<file path="src/rtl/gpio_in_filter.sv">
// gpio_in_filter: per-pin synchronizer, debounce, edge-event pending flags and level irq.
// Define GPIO_IN_DEBOUNCE_EN to build the debounce counters; otherwise stable follows s2 directly.
module gpio_in_filter #(
   parameter int N = 8,
   parameter int DEBOUNCE_CYCLES = 16
) (
   input  logic         clk_i,
   input  logic         rst_i,
   input  logic [N-1:0] pins_i,
   input  logic [N-1:0] dir_i,
   input  logic [N-1:0] rise_en_i,
   input  logic [N-1:0] fall_en_i,
   input  logic [N-1:0] irq_en_i,
   input  logic [N-1:0] clr_i,
   output logic [N-1:0] val_o,
   output logic [N-1:0] pend_o,
   output logic         irq_o
);
   if (DEBOUNCE_CYCLES < 2 || DEBOUNCE_CYCLES > 65536) begin : g_bad_cycles
      $error("DEBOUNCE_CYCLES out of range 2..65536");
   end
   logic [N-1:0] s1, s2, stable, prev, pend, rise, fall;
   always_ff @(posedge clk_i) begin
      s1 <= rst_i ? '0 : pins_i;
      s2 <= rst_i ? '0 : s1;
   end
`ifdef GPIO_IN_DEBOUNCE_EN
   localparam int CW = $clog2(DEBOUNCE_CYCLES);
   logic [CW-1:0] cnt [N];
   // any return of s2 to the accepted level throws the partial count away
   always_ff @(posedge clk_i) begin
      for (int i = 0; i < N; i++) begin
         if (rst_i) begin
            cnt[i] <= '0;
            stable[i] <= 1'b0;
         end else if (s2[i] == stable[i]) begin
            cnt[i] <= '0;
         end else if (cnt[i] == CW'(DEBOUNCE_CYCLES - 1)) begin
            cnt[i] <= '0;
            stable[i] <= s2[i];
         end else begin
            cnt[i] <= cnt[i] + CW'(1);
         end
      end
   end
`else
   always_ff @(posedge clk_i) begin
      stable <= rst_i ? '0 : s2;
   end
`endif
   assign rise = stable & ~prev;
   assign fall = ~stable & prev;
   // a new event outranks a coincident clear
   always_ff @(posedge clk_i) begin
      if (rst_i) begin
         prev <= '0;
         pend <= '0;
      end else begin
         prev <= stable;
         pend <= (pend & ~clr_i) | (dir_i & ((rise & rise_en_i) | (fall & fall_en_i)));
      end
   end
   assign val_o  = stable;
   assign pend_o = pend;
   assign irq_o  = |(pend & irq_en_i);
endmodule

</file>
<file path="config.mk">
export PLATFORM = sky130hd
export DESIGN_NAME = gpio_in_filter
export DESIGN_NICKNAME = d
export VERILOG_FILES = /design/src/rtl/gpio_in_filter.sv
export SDC_FILE = /design/constraint.sdc
export NUM_CORES = 1
export LEC_CHECK = 0
export BUFFER_PORTS_ARGS = -buffer_cell sky130_fd_sc_hd__buf_4
export CORE_MARGIN = 3
export CORE_UTILIZATION = 30
export CTS_BUF_LIST = sky130_fd_sc_hd__clkbuf_4
export DETAILED_ROUTE_END_ITERATION = 8
export HOLD_SLACK_MARGIN = 0.12
export SLEW_MARGIN = 0
export SYNTH_ARGS = -nofsm -noshare
export SYNTH_HDL_FRONTEND = slang
export SYNTH_SLANG_ARGS = --single-unit
</file>
<file path="constraint.sdc">
create_clock -name clk_i -period 0.8 [get_ports clk_i]
set_input_delay 0.08 -clock clk_i [delete_from_list [all_inputs] [get_ports clk_i]]
set_output_delay 0.08 -clock clk_i [all_outputs]
set_load 0.02 [all_outputs]
</file>
## After elaboration in Yosys (flattened, before gate mapping)

Index checks and enable logic that the tools add are counted.

- Input bits: 50
- Output and inout port bits: 17
- Register bits after elaboration: 40

- Reduce and logical (&&, ||, !) cells: 1
- Bitwise logic cells: 12

Operator list:

| kind | count |
|---|---|
| 8-bit bitwise AND | 7 |
| 8-bit NOT | 3 |
| 8-bit bitwise OR | 2 |
| 8-bit OR reduction | 1 |

## Longest topological paths before layout

- Depth after elaboration: 6
- Mapped depth: 3
- Gate-level depth less buffers: 3

## Least setup slack after synthesis

OpenSTA, ideal clock, no wires.

- Path type: register to register
- Start point: register stable[0] (netlist: val_o[0])
- End point: register pend[0] (netlist: pend_o[0])
- Data required time: 681 ps
- Slack: -129 ps
- Buffers on the path: 0
- Cell stages (with the launch flop): 4
- Arrival: 810 ps
- Library setup time: 119 ps
- Path through: dfxtp_1 -> and3b_1 -> o21ai_1 -> a21oi_1

- Cells in the longest elaborated chain, start to end: 6

Ends and longest elaborated chain:

| what | RTL line | source |
|---|---|---|
| start: declaration | 22 | `logic [N-1:0] s1, s2, stable, prev, pend, rise, fall;` |
| start signal: assignment | 48 | `stable <= rst_i ? '0 : s2;` |
| 8-bit NOT | 52 | `assign fall = ~stable & prev;` |
| 8-bit bitwise AND | 52 |  |
| 8-bit bitwise AND | 60 | `pend <= (pend & ~clr_i) \| (dir_i & ((rise & rise_en_i) \| (fall & fall_en_i)));` |
| 8-bit bitwise OR * | 60 |  |
| 8-bit bitwise AND * | 60 |  |
| 8-bit bitwise OR * | 60 |  |
| end signal: assignment | 60 |  |
| end: declaration | 22 |  |

Every way passes the cells marked *; elsewhere a longest branch is shown, timed or not.
A chain may end at the register's enable or synchronous reset.

## Worst setup path after layout

- Start point: register pend[7] (netlist: pend_o[7])
- End point: output irq_o

- Cells in the longest elaborated chain, start to end: 2

Ends and longest elaborated chain:

| what | RTL line | source |
|---|---|---|
| 8-bit bitwise AND | 65 | `assign irq_o = \|(pend & irq_en_i);` |
| 8-bit OR reduction | 65 |  |
| end: declaration | 17 | `output logic irq_o` |

No other way between the ends.

==> summary.txt <==
Critical path
  – Worst Setup End Kind: output port
  – Launching element type of the critical path: flip-flop
  – Data required, critical path: 0.72 ns
  – CP delay by family, top: flip-flops
  – Largest fanout on the critical path: 2
  – Worst path buffer plus inverter count: 1
  – Data arrival, critical path: 1.10 ns
  – Slowest stage cell on the critical path: sky130_fd_sc_hd__dfxtp_2
  – Path type of the worst setup path: flip-flop to output port
  – Worst stage delay on the critical path: 0.35 ns
  – Worst-path cell chain: a22oi_2 > nand4_1 > buf_4

Placement
  – Pre-CTS WS: -0.08094 ns
  – Instance area after placement: 2088 um2
  – Port Buf Inserts: 66
  – DPL Wire Length: 2.391 mm
  – Final estimated routing congestion in global placement: 0.7996

Global route
  – Maximum number of pins on one net before global-route repair: 17
  – Number of antenna violations at the first check in global routing: 0
  – Global-route total usage across every layer: 13.20%
  – First-pass GRT wire length: 5.368 mm
  – Grt ovf: 0
  – Number of global-route vias before repair: 1260

STA
  – Unrepaired setup endpoints after global routing: true
  – Final WS setup: -0.3848 ns
  – Slew Viols, Final: 0
  – Final Setup Violations: 25
  – Setup TNS: -4.323 ns
  – Max Clock Freq: 844.0 MHz
  – Post-layout minimum cycle time: 1.185 ns
  – Actual slew at the worst max-slew pin: 0.1872 ns
  – Share of the clock period used by the worst path after layout: 148.1%
  – Setup Skew: 0.005107 ns
  – Final Hold Fails: 0
  – Final Hold Slack: 0.02149 ns
  – Worst slew margin relative to its limit: 87.52%

Status
  – Violated checks: negative setup slack
  – Result of the run: finished, violations left

Layout
  – Synth-to-Final Area Change: 95.21%
  – Cell area after layout: 2650 um2
  – Diodes inserted: 0
  – Share of post-route cells with drive strength above 1: 59.67%
  – Most common library cell in the layout ignoring fill and taps: sky130_fd_sc_hd__buf_4
  – Net total in the final layout: 292
  – Filler cell count: 323
  – Leading cell types in the layout, fill and taps excluded: 56 x sky130_fd_sc_hd__buf_4, 36 x sky130_fd_sc_hd__buf_6, 24 x sky130_fd_sc_hd__nor2b_1, 24 x sky130_fd_sc_hd__dlygate4sd3_1, 23 x sky130_fd_sc_hd__dfxtp_1

Drt
  – WL/cell: 12.15 um
  – Drt via density: 4.273
  – Vias post-DR: 1252
  – Number of optimization iterations in the first detailed-route pass: 3
  – Total wirelength of the detailed-routed design: 3.559 mm
  – Total DRC errors in the routed layout: 0
  – Number of nets with antenna violations after routing: 0
  – Count of routing violations after the opening detailed-route iteration: 31

Clock tree
  – CTS tree: yes
  – Clk buf depth: 2
  – Hold Buf Count CTS: 24
  – Depth of the CTS H-tree: 2
  – CTS clock-pin slew for the worst setup and hold paths: 0.10 ns
  – Number of buffers inserted during clock tree synthesis: 5
  – Clk Tree Root Cell: sky130_fd_sc_hd__clkbuf_4
  – Insertion delay of the later-clocked pin in the worst-skew pair: 0.33 ns
  – Total clock sinks: 40

Job
  – Max_cap viols: 0

Pwr
  – Static leakage: 0.001191 uW
  – Flop pwr share: 57.6%
  – Total power: 3562 uW
  – Switching portion of total power: 21.12%
  – Cell area power density: 1344 nW/um2
  – Proportion of power drawn by the clock network: 27.5%
  – Combinational Power Share: 14.9%
  – Internal power: 2810 uW
  – Peak ir drop on the vdd network: 844.1 uV
  – Switching pwr: 752.1 uW

Logic synthesis
  – Register area share after synthesis: 58.99%
  – Net count after synthesis: 171
  – Flop and latch count out of synthesis: 40
  – Post-Syn Instances: 121
  – Yosys warnings: 0
  – Post-synthesis cell type count: 11
  – Synthesized cell area: 1358 um2
  – Mean Syn Cell Area: 11.22 um2

Die
  – Die Outline Area: 5368 um2
  – Number of top-level pins: 67
  – Standard-cell rows: 23
  – Die height: 73.27 um
  – Starting Density: 32.53%
  – Placeable core area: 4173 um2
  – Die outline width: 73.27 um

Worst hold path
  – Class of the tightest hold or removal check: primary input to flip-flop
==> cells in the mapped netlist, drive strengths merged <==
library cell	instances	share of area, %
buf	4	1.5
nand2b	8	3.7
a21oi	8	2.9
o21ai	8	2.9
a22oi	4	2.2
nand4	1	0.46
and3b	16	11
nor2b	32	16
dfxtp	40	59
==> power by group through the flow <==
stage,sequential [uW],clock (uW),combinational [uW]
after floorplan,2110,0,100
after global placement,2090,0,378
after detailed placement,2100,0,382
after CTS,2050,1040,511
after global routing,2060,1120,572
final,2050,978,531
==> per-layer routing <==
layer  wire (um)  up-vias  global-route usage (%)
li1            -      648                       -
met4          42        0                   5.533
met3         374        4                   3.420
met1        1453      543                   14.97
met2        1688       57                   23.24
met5           0        -                       0
==> stage by stage <==
| stage | util, % | instances |
|---|---|---|
| 2_1_floorplan | - | 121 |
| 3_3_place_gp | 50.04 | 250 |
| 3_5_place_dp | 50.04 | 250 |
| 4_1_cts | 61.26 | 287 |
| 5_1_grt | 63.51 | 293 |
| 6_report | 63.51 | 293 |
==> layout make-up <==
class / instances / area, um2 / area share, %
multi-input combinational: 77 / 583.1 / 22.00
clock buffer: 7 / 52.55 / 1.983
clock inverter: 1 / 3.754 / 0.1416
timing repair buffer: 118 / 1106 / 41.74
sequential: 40 / 842.1 / 31.78
tap: 50 / 62.56 / 2.361
==> sequential cells by signal, summed over array words and instances (netlist names) <==
register / cells
pend_o: 8
prev: 8
s1: 8
s2: 8
val_o: 8
==> kinds of logic after synthesis <==
logic type	after synthesis	share of synthesized area [%]
simple gates	57	31.43
compound gates	20	8.111
flops	40	58.99
buf+inv	4	1.475
==> repair_timing <==
item,4_1_cts,5_1_grt
buffers inserted,5,9
gates resized for setup,35,15
hold endpoints to repair,21,10
cloned,0,0
pin swaps,12,9
setup endpoints to repair,25,25
==> path summary, 6_finish.rpt <==
check	end	slack, ns	start	depth (start not counted)
worst max register to register	pend_o[5]$_SDFF_PP0_	-0.13	val_o[5]$_SDFF_PP0_	4
worst min-delay path	pend_o[0]$_SDFF_PP0_	0.02	rst_i	2
worst min register to register	val_o[3]$_SDFF_PP0_	0.43	s2[3]$_SDFF_PP0_	1
worst max-delay path	irq_o	-0.38	pend_o[7]$_SDFF_PP0_	3
Power figures use the tool's default switching activity.
